--- src/rtl/dm_pkg.sv ---
// Shared definitions for the data-memory copy engine,
// the data memory and the integration mux.
package dm_pkg;

  localparam int unsigned DM_MEM_DEPTH = 100;
  localparam logic [31:0] DM_ERR_CODE  = 32'hDEAD;

  localparam logic MODE_COPY = 1'b0;
  localparam logic MODE_FILL = 1'b1;

  typedef enum logic [2:0] {
    ST_IDLE,
    ST_READ,
    ST_WRITE,
    ST_DONE,
    ST_ERR
  } dm_state_e;

  // 33-bit sum so base+len never wraps
  function automatic logic dm_in_range(
    input logic [31:0] base,
    input logic [31:0] cnt,
    input int unsigned depth
  );
    logic [32:0] sum;
    sum = {1'b0, base} + {1'b0, cnt};
    return sum <= {1'b0, depth};
  endfunction

endpackage

--- src/rtl/dm_addr_gen.sv ---
// Index walker for the copy engine: ascending or descending
// index with last flag, producing src+i and dst+i.
module dm_addr_gen (
  input  logic        clk,
  input  logic        rst,
  input  logic        load_i,
  input  logic        desc_i,
  input  logic [31:0] src_i,
  input  logic [31:0] dst_i,
  input  logic [31:0] len_i,
  input  logic        step_i,
  output logic        last_o,
  output logic [31:0] src_addr_o,
  output logic [31:0] dst_addr_o
);

  logic        desc_q;
  logic [31:0] idx_q;
  logic [31:0] idx_d;
  logic [31:0] end_q;
  logic [31:0] end_d;
  logic [31:0] src_q;
  logic [31:0] dst_q;

  always_comb begin
    idx_d = idx_q;
    end_d = end_q;
    if (load_i) begin
      idx_d = desc_i ? len_i - 32'd1 : 32'd0;
      end_d = desc_i ? 32'd0 : len_i - 32'd1;
    end else if (step_i) begin
      idx_d = desc_q ? idx_q - 32'd1
                     : idx_q + 32'd1;
    end
  end

  always_ff @(posedge clk) begin
    if (rst) begin
      desc_q <= 1'b0;
      idx_q  <= '0;
      end_q  <= '0;
      src_q  <= '0;
      dst_q  <= '0;
    end else begin
      idx_q <= idx_d;
      end_q <= end_d;
      if (load_i) begin
        desc_q <= desc_i;
        src_q  <= src_i;
        dst_q  <= dst_i;
      end
    end
  end

  assign last_o     = (idx_q == end_q);
  assign src_addr_o = src_q + idx_q;
  assign dst_addr_o = dst_q + idx_q;

endmodule

--- src/rtl/dm_copy_engine.sv ---
// Data-memory bus initiator: overlap-safe block copy and
// block fill with up-front range rejection.
module dm_copy_engine
  import dm_pkg::*;
#(
  parameter int unsigned MEM_DEPTH = DM_MEM_DEPTH,
  parameter logic [31:0] ERR_CODE  = DM_ERR_CODE
) (
  input  logic        clk,
  input  logic        rst,
  input  logic        start,
  input  logic        mode,
  input  logic [31:0] src_addr,
  input  logic [31:0] dst_addr,
  input  logic [31:0] len,
  input  logic [31:0] fill_value,
  output logic        busy,
  output logic        done,
  output logic        err,
  output logic [31:0] err_code,
  output logic        memwrite,
  output logic [31:0] addr,
  output logic [31:0] wd,
  input  logic [31:0] rd
);

  dm_state_e   state_q;
  dm_state_e   state_d;
  logic        mode_q;
  logic [31:0] fill_q;
  logic [31:0] data_q;

  logic        load;
  logic        step;
  logic        cap;
  logic        last;
  logic [31:0] src_a;
  logic [31:0] dst_a;

  logic        src_ok;
  logic        dst_ok;
  logic        reject;
  logic        desc;
  logic [32:0] src_end;

  assign src_ok  = dm_in_range(src_addr, len, MEM_DEPTH);
  assign dst_ok  = dm_in_range(dst_addr, len, MEM_DEPTH);
  assign reject  = !dst_ok || (mode == MODE_COPY && !src_ok);
  assign src_end = {1'b0, src_addr} + {1'b0, len};

  // Destination inside the source window: walk backwards
  assign desc = (mode == MODE_COPY)
             && (dst_addr > src_addr)
             && ({1'b0, dst_addr} < src_end);

  dm_addr_gen u_addr_gen (
    .clk        (clk),
    .rst        (rst),
    .load_i     (load),
    .desc_i     (desc),
    .src_i      (src_addr),
    .dst_i      (dst_addr),
    .len_i      (len),
    .step_i     (step),
    .last_o     (last),
    .src_addr_o (src_a),
    .dst_addr_o (dst_a)
  );

  always_comb begin
    state_d  = state_q;
    load     = 1'b0;
    step     = 1'b0;
    cap      = 1'b0;
    busy     = 1'b1;
    done     = 1'b0;
    err      = 1'b0;
    err_code = '0;
    memwrite = 1'b0;
    addr     = '0;
    wd       = '0;
    unique case (state_q)
      ST_IDLE: begin
        busy = 1'b0;
        if (start) begin
          load = 1'b1;
          if (reject)
            state_d = ST_ERR;
          else if (len == 32'd0)
            state_d = ST_DONE;
          else if (mode == MODE_FILL)
            state_d = ST_WRITE;
          else
            state_d = ST_READ;
        end
      end
      ST_READ: begin
        addr    = src_a;
        cap     = 1'b1;
        state_d = ST_WRITE;
      end
      ST_WRITE: begin
        addr = dst_a;
        // a reset in this cycle must cancel the pending write
        memwrite = !rst;
        wd = (mode_q == MODE_FILL) ? fill_q : data_q;
        if (last) begin
          state_d = ST_DONE;
        end else begin
          step    = 1'b1;
          state_d = (mode_q == MODE_FILL) ? ST_WRITE
                                          : ST_READ;
        end
      end
      ST_DONE: begin
        done    = 1'b1;
        state_d = ST_IDLE;
      end
      ST_ERR: begin
        err      = 1'b1;
        err_code = ERR_CODE;
        state_d  = ST_IDLE;
      end
      default: state_d = ST_IDLE;
    endcase
  end

  always_ff @(posedge clk) begin
    if (rst) begin
      state_q <= ST_IDLE;
      mode_q  <= MODE_COPY;
      fill_q  <= '0;
      data_q  <= '0;
    end else begin
      state_q <= state_d;
      if (load) begin
        mode_q <= mode;
        fill_q <= fill_value;
      end
      if (cap)
        data_q <= rd;
    end
  end

endmodule

--- config.mk ---
export PLATFORM = sky130hd
export DESIGN_NAME = dm_copy_engine
export DESIGN_NICKNAME = d
export VERILOG_FILES = /design/src/rtl/dm_pkg.sv /design/src/rtl/dm_addr_gen.sv /design/src/rtl/dm_copy_engine.sv
export SDC_FILE = /design/constraint.sdc
export NUM_CORES = 1
export LEC_CHECK = 0
export CORE_ASPECT_RATIO = 0.6
export CORE_MARGIN = 2
export CORE_UTILIZATION = 30
export CTS_CLUSTER_DIAMETER = 200
export DETAILED_ROUTE_END_ITERATION = 10
export PLACE_DENSITY = 0.48
export SLEW_MARGIN = 20
export SYNTH_ARGS = -nofsm -noshare
export SYNTH_HDL_FRONTEND = slang
export SYNTH_SLANG_ARGS = --single-unit
--- constraint.sdc ---
create_clock -name clk -period 14 [get_ports clk]
set_input_delay 2.8 -clock clk [delete_from_list [all_inputs] [get_ports clk]]
set_output_delay 2.8 -clock clk [all_outputs]
set_load 0.02 [all_outputs]
==> results.json, run 1 <==
{
  "status": "finished clean",
  "synth_top_cell_area_share": 0.2185,
  "power_frac_comb": 0.348,
  "cts_tree": "built",
  "core_region_area_um2": 59310,
  "period_share": 0.6471,
  "post_route_cells_drive_above_1_share": 0.04398,
  "reg2reg_to": "u_addr_gen.idx_q[28]",
  "grt_usage": 0.2161,
  "finalPower_mw": 1.717,
  "finalSetupViolCount": 0,
  "diodes": 0,
  "nets": 2961,
  "rows": 69,
  "tightestPinTransition_ps": 1025,
  "grt_first_pass_wirelength_um": 104900,
  "ir_drop_mv": 0.09005,
  "ys.flop_type": "dfxtp_1",
  "ys_top_cells_by_count": "465 x nand2_1, 261 x a21oi_1, 241 x nor2_1",
  "final_antenna_net_count": 0,
  "p_int_mw": 1.080,
  "syn_avg_cell_area_um2": 7.345,
  "timing.final.ws_setup_ps": 4941,
  "r2r_start": "u_addr_gen.desc_q",
  "crit_path_start_kind": "input port",
  "min_path_type": "reg -> reg",
  "rsz0062_at_grt": "false",
  "yosysMostFrequentCell": "nand2_1",
  "postCtsSetupBuffers": 0,
  "worstHoldEndpoint": "u_addr_gen.dst_q[8]",
  "io_pins": 264,
  "clkPwrFrac": 0.296,
  "rrSetupSlack_ps": 9950,
  "via_per_inst": 5.408,
  "ys_warn_count": 0,
  "cp_data_required_time_ps": 14320,
  "worstPathCellList": "clkdlybuf4s50_1 > ha_1 > a2111oi_4 > o21a_1 > o21ai_1 > o2111ai_1 > and2_1 > o21ai_1 > a31oi_1 > xor2_1 > ha_1 > and3_1 > nand4_1 > nor3_1 > a221oi_1 > o21ai_0 > a311oi_1 > o41ai_1 > a21o_2 > nor2_1 > a22oi_1 > a211oi_1",
  "clk_pin_slew_ps": 70,
  "crit_fanout": 33,
  "setup_tns_ps": 0,
  "max_stage_delay_ps": 790,
  "synth_cell_types": 110,
  "hp-start": "u_addr_gen.dst_q[8]",
  "crit_type": "in -> reg",
  "dieArea_um2": 62200,
  "synth_seq_cells": 197,
  "start_util": 0.3043,
  "place_ws_ps": 4246,
  "reg2regPathDepth": 13,
  "syn_inst": 2457,
  "final.min_clock_period_ps": 9059,
  "async_flop_share": 0,
  "portBuffers": 242,
  "max-clock-path-buffers": 2,
  "grt_pass1_vias": 17142,
  "die_w_um": 320.6,
  "seq_area_frac_synth": 0.2185,
  "hpwlAfterDp_um": 53890,
  "routed_wl_um": 68610,
  "cp.arrival_ps": 9380,
  "num_vias": 18364,
  "slew_violations": 0,
  "maxCapViolCount": 0,
  "firstDrtPassIters": 5,
  "antenna_found_initial": 1,
  "p_per_area_nw_per_um2": 79.85,
  "end_kind": "flip-flop",
  "synth_top_area_cell": "dfxtp_1",
  "fin_skew_ps": 16.19,
  "synth.area.top_cells": "dfxtp_1 22%, ha_1 13%, nand2_1 9.7%, a21oi_1 7.2%, nor2_1 5.0%",
  "die_h_um": 194.0,
  "cts_made_buffers": 17,
  "p_leak_nw": 8.831,
  "placed_area_um2": 20920,
  "p_seq_frac": 0.356,
  "htreeDepth": 4,
  "synth_edf_count": 0,
  "grt-ovfl-total": 0,
  "cp_slowest_cell": "o41ai_1",
  "cts_root_buf": "clkbuf_16",
  "n_fill_cell": 6271,
  "wire_per_inst_um": 20.20,
  "cts_sinks": 197,
  "fmax_mhz": 110.4,
  "slew_headroom": 0.3154,
  "sw_frac_of_total": 0.3708,
  "postLayoutCellArea_um2": 21500,
  "drtIter0Drc": 1556,
  "synth_area_um2": 18050,
  "min_path_cells": 2,
  "place_congestion": 0.9193,
  "holdBufCountCts": 0,
  "p_switching_uw": 636.7,
  "holdWs_ps": 455.0,
  "area_growth_pct": 19.16,
  "drcViolationCount": 0,
  "worstSkewPairLatency_ps": 460,
  "hold_viol_final": 0,
  "cts_resized": 0,
  "grt_max_degree": 89
}
-- layout make-up --
| type | instances | area (um^2) | share of cell area |
|---|---|---|---|
| Clock inverter | 13 | 136.4 | 0.006342 |
| Clock buffer | 18 | 439.2 | 0.02042 |
| Multi-Input combinational cell | 2054 | 13170 | 0.6124 |
| Timing Repair Buffer | 258 | 2556 | 0.1189 |
| Inverter | 75 | 281.5 | 0.01309 |
| Sequential cell | 197 | 3945 | 0.1835 |
| Tap cell | 781 | 977.2 | 0.04544 |
-- power groups by stage --
stage          combinational [mW]  clock (mW)  sequential (mW)
2_1_floorplan               0.393           0            0.616
3_3_place_gp                0.580           0            0.626
3_5_place_dp                0.585           0            0.624
4_1_cts                     0.589       0.518            0.611
5_1_grt                     0.655       0.543            0.615
6_report                    0.598       0.508            0.611
-- how the worst max path moves through the flow --
stage | from | to
after floorplan | src_addr[4] | u_addr_gen.idx_q[29]
final | len[4] | u_addr_gen.idx_q[27]
after global placement | len[4] | u_addr_gen.idx_q[27]
after global routing | len[4] | u_addr_gen.idx_q[27]
after CTS | len[4] | u_addr_gen.idx_q[27]
after detailed placement | len[4] | u_addr_gen.idx_q[27]
-- per-layer routing --
metal  GRT usage  up-vias  wire (um)
met5           0        -          0
met4     0.03234        0        793
met3     0.02935       47       3720
met2      0.3086      533      27900
met1      0.3422     8794      36190
li1            -     8990          -
-- sequential cells by signal, indices dropped and copies added (netlist names) --
register / count
u_addr_gen.desc_q: 1
u_addr_gen.end_q: 32
u_addr_gen.src_q: 32
state_q: 3
data_q: 32
mode_q: 1
u_addr_gen.dst_q: 32
u_addr_gen.idx_q: 32
fill_q: 32
-- critical path, delay by kind of cell --
kind            cells  cell delay, ps
compound gates     13            3950
simple gates        5            1030
fa+ha+maj           2             610
xor+xnor            1             310
buf+inv             1             670
-- stage by stage --
| step | utilization | cells |
|---|---|---|
| after detailed placement | 0.3527 | 3365 |
| after floorplan | - | 2477 |
| after global placement | 0.3523 | 3364 |
| after CTS | 0.3624 | 3396 |
| after global routing | 0.3626 | 3396 |
| final | 0.3626 | 3396 |
-- logic make-up after synthesis --
| family | after synthesis | share of synthesized area |
|---|---|---|
| XOR/XNOR | 137 | 0.06649 |
| flip-flops | 197 | 0.2185 |
| other | 1 | 0.0002078 |
| multiplexers | 50 | 0.02773 |
| adder cells (fa/ha/maj) | 194 | 0.1362 |
| buffers and inverters | 226 | 0.05859 |
| AND/OR/NAND/NOR | 966 | 0.2418 |
| AO/OA/AOI/OAI | 686 | 0.2504 |
-- cells in the final DEF, fill, tap and decap left out, drive strengths merged, types with 11 or more instances in the layout --
cell,synthesis,layout
a211oi,31,31
a21o,83,83
a21oi,262,262
a221oi,11,11
a22oi,38,38
a31oi,14,14
and2,15,15
and3,16,16
buf,56,17
clkbuf,95,18
clkdlybuf4s50,0,241
conb,1,21
dfxtp,197,197
ha,190,190
inv,75,84
mux2i,50,50
nand2,467,467
nand2b,12,12
nand3,23,23
nand4,39,39
nor2,242,242
nor2b,20,20
nor3,54,54
nor4,16,16
o211ai,15,15
o21a,28,28
o21ai,81,81
o21bai,19,19
o31ai,12,12
or3,22,22
xnor2,96,96
xor2,41,41
Power figures use the tool's default switching activity.
==> run 2: changes to the inputs <==
--- a/config.mk
+++ b/config.mk
@@ -10,7 +10,7 @@
 export CORE_UTILIZATION = 30
 export CTS_CLUSTER_DIAMETER = 200
 export DETAILED_ROUTE_END_ITERATION = 10
-export PLACE_DENSITY = 0.48
+export PLACE_DENSITY = 0.5
 export SLEW_MARGIN = 20
 export SYNTH_ARGS = -nofsm -noshare
 export SYNTH_HDL_FRONTEND = slang
==> constraint.sdc (replaced) <==
create_clock -name clk -period 8.3 [get_ports clk]
set_input_delay 1.66 -clock clk [delete_from_list [all_inputs] [get_ports clk]]
set_output_delay 1.66 -clock clk [all_outputs]
set_load 0.02 [all_outputs]
==> results.json, run 2 (synthesis gave the netlist of run 1 again) <==
{
  "status": "finished clean",
  "tightestPinTransition_ps": 1097,
  "setup_tns_ps": 0,
  "postCtsSetupBuffers": 0,
  "slew_violations": 0,
  "rows": 69,
  "grt_first_pass_wirelength_um": 105700,
  "cts_made_buffers": 17,
  "finalSetupViolCount": 0,
  "cts_root_buf": "clkbuf_16",
  "grt_usage": 0.2189,
  "firstDrtPassIters": 6,
  "drtIter0Drc": 1675,
  "ir_drop_mv": 0.1273,
  "cp.arrival_ps": 8000,
  "place_ws_ps": 307.2,
  "cp_data_required_time_ps": 8640,
  "crit_fanout": 30,
  "cts_sinks": 197,
  "num_vias": 18591,
  "wl_met2_um": 27840,
  "p_leak_nw": 8.854,
  "start_util": 0.3043,
  "grt_max_degree": 80,
  "routed_wl_um": 69700,
  "worstPathCellList": "clkdlybuf4s50_1 > ha_1 > a211oi_1 > o21a_1 > o21ai_1 > o2111ai_1 > and2_1 > o21ai_1 > a31oi_1 > xor2_1 > ha_1 > and3_1 > nand4_1 > nor3_1 > a221oi_1 > o21ai_0 > a311oi_1 > o41ai_1 > a21o_1 > buf_4 > o21ai_1 > o311ai_1 > a21oi_1",
  "min_path_type": "reg -> reg",
  "timing.final.ws_setup_ps": 640.7,
  "crit_type": "in -> reg",
  "wl_met3_um": 5208,
  "grt_pass1_vias": 17293,
  "hpwlAfterDp_um": 55400,
  "final.min_clock_period_ps": 7659,
  "period_share": 0.9228,
  "path_buf_inv": 2,
  "core_region_area_um2": 59310,
  "hold_viol_final": 0,
  "finalPower_mw": 2.917,
  "final_common_cell": "nand2_1",
  "nets": 2967,
  "antenna_found_initial": 0,
  "io_pins": 264,
  "fin_skew_ps": 16.78,
  "cp_slowest_cell": "o41ai_1",
  "rsz0062_at_grt": "false",
  "placed_area_um2": 20940,
  "end_kind": "flip-flop",
  "final_cell_mix": "463 x nand2_1, 260 x a21oi_1, 241 x clkdlybuf4s50_1",
  "maxCapViolCount": 0,
  "die_w_um": 320.6,
  "post_route_cells_drive_above_1_share": 0.04500,
  "die_h_um": 194.0,
  "clk_pin_slew_ps": 80,
  "grt-ovfl-total": 0,
  "max-clock-path-buffers": 2,
  "portBuffers": 242,
  "routed.top_layer": "met4",
  "cts_resized": 0,
  "cts_tree": "built",
  "drcViolationCount": 0,
  "place_congestion": 0.9464,
  "max_stage_delay_ps": 790,
  "dieArea_um2": 62200,
  "postLayoutCellArea_um2": 21550,
  "worstSkewPairLatency_ps": 460,
  "htreeDepth": 4,
  "crit_family": "compound AO/OA/AOI/OAI gates",
  "fmax_mhz": 130.6,
  "holdBufCountCts": 0,
  "wire_per_inst_um": 20.48,
  "via_per_inst": 5.462,
  "post-route-util": 0.3634,
  "p_per_area_nw_per_um2": 135.3,
  "crit_path_start_kind": "input port",
  "final_antenna_net_count": 0,
  "slew_headroom": 0.2618,
  "area_growth_pct": 19.43,
  "m1WireLength_um": 35990,
  "crit_top_cell": "o21ai_1"
}
-- run 2: cell count changes in the layout (fill, tap and decap cells not counted), moves of 2 or more --
cell,before,now
inv_6,5,2
buf_4,15,22
clkinv_2,2,0
clkinv_8,0,5
-- run 2: worst paths after layout --
kind	slack (ps)	to	from	cells after the start
max	640	u_addr_gen.idx_q[30]	len[2]	23
min	460	data_q[22]	data_q[22]	2
max reg2reg	4180	u_addr_gen.idx_q[29]	u_addr_gen.desc_q	13
min reg2reg	460	data_q[22]	data_q[22]	2
-- run 2: layout make-up --
cell class	instances	area [um^2]
well taps	781	977.2
multi-input cells	2054	13150
flip-flops and latches	197	3945
clock buffers	17	425.4
fillers	6269	37760
repair buffers	264	2589
diodes	1	2.502
inverters	75	281.5
clock inverters	15	178.9
-- run 2: tightest hold or removal path: stages, from the launching register on --
cell     delay, ps
dfxtp_1        320
nand2_1         50
a21oi_1         50
-- run 2: metrics by stage --
step	instances	hold slack, ps
CTS	3403	458.5
finish	3404	456.5
global placement	3371	442.1
floorplan	2477	435.7
detailed placement	3371	446.1
global route	3403	473.9
-- run 2: metal layers --
layer  vias up  GRT usage
li1       9019          -
met1      8920     0.3444
met2       610     0.3042
met3        42    0.04564
met4         0    0.03026
met5         -          0
-- run 2: power by group --
| group | switching (mW) | internal (mW) | total, mW | leakage [nW] |
|---|---|---|---|---|
| logic | 0.617 | 0.400 | 1.02 | 6.95 |
| registers | 0.0411 | 0.991 | 1.03 | 1.61 |
| clock network | 0.458 | 0.409 | 0.867 | 0.288 |
| total | 1.12 | 1.80 | 2.92 | 8.85 |
==> run 3: changes to the inputs <==
--- a/config.mk
+++ b/config.mk
@@ -7,10 +7,10 @@
 export LEC_CHECK = 0
 export CORE_ASPECT_RATIO = 0.6
 export CORE_MARGIN = 2
-export CORE_UTILIZATION = 30
+export CORE_UTILIZATION = 51
 export CTS_CLUSTER_DIAMETER = 200
 export DETAILED_ROUTE_END_ITERATION = 10
-export PLACE_DENSITY = 0.5
+export PLACE_DENSITY = 0.78
 export SLEW_MARGIN = 20
 export SYNTH_ARGS = -nofsm -noshare
 export SYNTH_HDL_FRONTEND = slang
==> results.json, run 3 (synthesis gave the netlist of run 1 again) <==
{
  "finalSetupViolCount": 0,
  "place_congestion": 1.046,
  "max-clock-path-buffers": 2,
  "num_vias": 19083,
  "hold_viol_final": 0,
  "holdWs_ps": 457.4,
  "finalPower_mw": 2.898,
  "placed_area_um2": 20500,
  "io_pins": 264,
  "routed_wl_um": 63140,
  "nets": 2959,
  "area_growth_pct": 17.01,
  "p_leak_nw": 8.829,
  "hpwlAfterDp_um": 49320,
  "antenna_found_initial": 2,
  "portBuffers": 242,
  "maxCapViolCount": 0,
  "postLayoutCellArea_um2": 21120,
  "setup_tns_ps": 0,
  "n_fill_cell": 3117,
  "slew_headroom": 0.2414,
  "dieArea_um2": 36950,
  "min_path_cells": 2,
  "cts_tree": "built",
  "cts_resized": 0,
  "final_antenna_net_count": 0,
  "fin_skew_ps": 12.35,
  "drtIter0Drc": 1996,
  "grt_max_degree": 146,
  "crit_fanout": 31,
  "clk_pin_slew_ps": 90,
  "cts_sinks": 197,
  "slew_violations": 0,
  "p_per_area_nw_per_um2": 137.3,
  "cts_made_buffers": 17,
  "min_path_type": "reg -> reg",
  "grt_usage": 0.3342,
  "holdBufCountCts": 0,
  "ir_drop_mv": 0.1501,
  "end_kind": "primary output",
  "rows": 53,
  "status": "finished clean",
  "via_per_inst": 6.192,
  "post_route_cells_drive_above_1_share": 0.04246,
  "tightestPinTransition_ps": 1138,
  "start_util": 0.5164,
  "crit_path_start_kind": "flip-flop",
  "reg2reg_to": "u_addr_gen.idx_q[30]",
  "fmax_mhz": 130.5,
  "reg2regPathDepth": 14,
  "rrSetupSlack_ps": 3950,
  "worstHoldEndpoint": "u_addr_gen.dst_q[5]",
  "crit_type": "reg -> out",
  "die_w_um": 246.8,
  "cp.arrival_ps": 6000,
  "firstDrtPassIters": 5,
  "cp_data_required_time_ps": 6640,
  "grt-ovfl-total": 0,
  "wire_per_inst_um": 20.49,
  "final.min_clock_period_ps": 7660,
  "rsz0062_at_grt": "false",
  "final_common_cell": "nand2_1",
  "hp-start": "u_addr_gen.dst_q[5]",
  "period_share": 0.9229,
  "htreeDepth": 4,
  "drcViolationCount": 0,
  "r2r_start": "u_addr_gen.desc_q",
  "grt_pass1_vias": 17477,
  "core_region_area_um2": 34950,
  "worstSkewPairLatency_ps": 470,
  "grt_first_pass_wirelength_um": 96780,
  "final_cell_mix": "463 x nand2_1, 260 x a21oi_1, 241 x clkdlybuf4s50_1",
  "cp_slowest_cell": "a2111oi_0",
  "die_h_um": 149.7,
  "max_stage_delay_ps": 640,
  "postCtsSetupBuffers": 0,
  "cts_root_buf": "clkbuf_16",
  "worstPathCellList": "and2_1 > buf_4 > nand2_1 > nand2_1 > ha_1 > a21o_1 > a2111oi_0 > nor3_1 > o21ai_1 > a31oi_1 > a221o_1 > a31oi_1 > nor2_1 > a2111oi_0 > nor3_1 > clkdlybuf4s50_1"
}
## run 3: changes by cell type in the layout (fill, tap and decap cells not counted), moves of 2 or more
cell,previous run,this run
inv_8,5,3
clkinv_8,5,3
buf_4,22,13
clkinv_4,1,3
## run 3: worst max path at each step
stage / start / to / slack (ps) / cells past startpoint
final: state_q[1] / addr[31] / 640 / 16
after floorplan: src_addr[4] / u_addr_gen.idx_q[29] / 2540 / 22
after CTS: state_q[2] / addr[31] / 800 / 17
after detailed placement: len[4] / u_addr_gen.idx_q[29] / 980 / 22
after global placement: len[0] / u_addr_gen.idx_q[29] / 1120 / 23
after global routing: state_q[2] / addr[31] / 340 / 17
## run 3: layout make-up
class	instances	area [um^2]	share of cell area
clock buffer	17	425.4	0.02015
timing repair buffer	256	2541	0.1203
inverter	75	281.5	0.01333
clock inverter	15	185.2	0.008770
antenna	1	2.502	0.0001185
sequential	197	3945	0.1868
multi-input combinational	2054	13150	0.6228
tap	467	584.3	0.02767
## run 3: where the power goes
group | total [mW] | leakage (nW) | internal, mW | switching [mW]
logic | 0.991 | 6.92 | 0.399 | 0.592
registers | 1.04 | 1.61 | 0.991 | 0.0444
clock network | 0.872 | 0.295 | 0.434 | 0.437
total | 2.90 | 8.83 | 1.82 | 1.07
## run 3: per-stage QoR
| step | cells | setup WS (ps) | util |
|---|---|---|---|
| floorplan | 2477 | 2537 | - |
| global placement | 3049 | 1121 | 0.5865 |
| detailed placement | 3049 | 979.2 | 0.5865 |
| CTS | 3081 | 795.5 | 0.6040 |
| global route | 3081 | 340.5 | 0.6041 |
| finish | 3082 | 640.1 | 0.6042 |
## run 3: critical path: cells and delay by family, from the launching register on
family                   cells  cell delay, ps
AO/OA/AOI/OAI                7            2620
AND/OR/NAND/NOR              6            1040
buffers and inverters        2             990
flip-flops                   1             620
adder cells (fa/ha/maj)      1             250
## run 3: per-layer routing
layer	GRT usage	vias up	wire length (um)
met5	0	-	0
met4	0.08133	0	1260
met3	0.05990	95	6435
met2	0.5007	910	26310
met1	0.4921	9066	29140
li1	-	9012	-
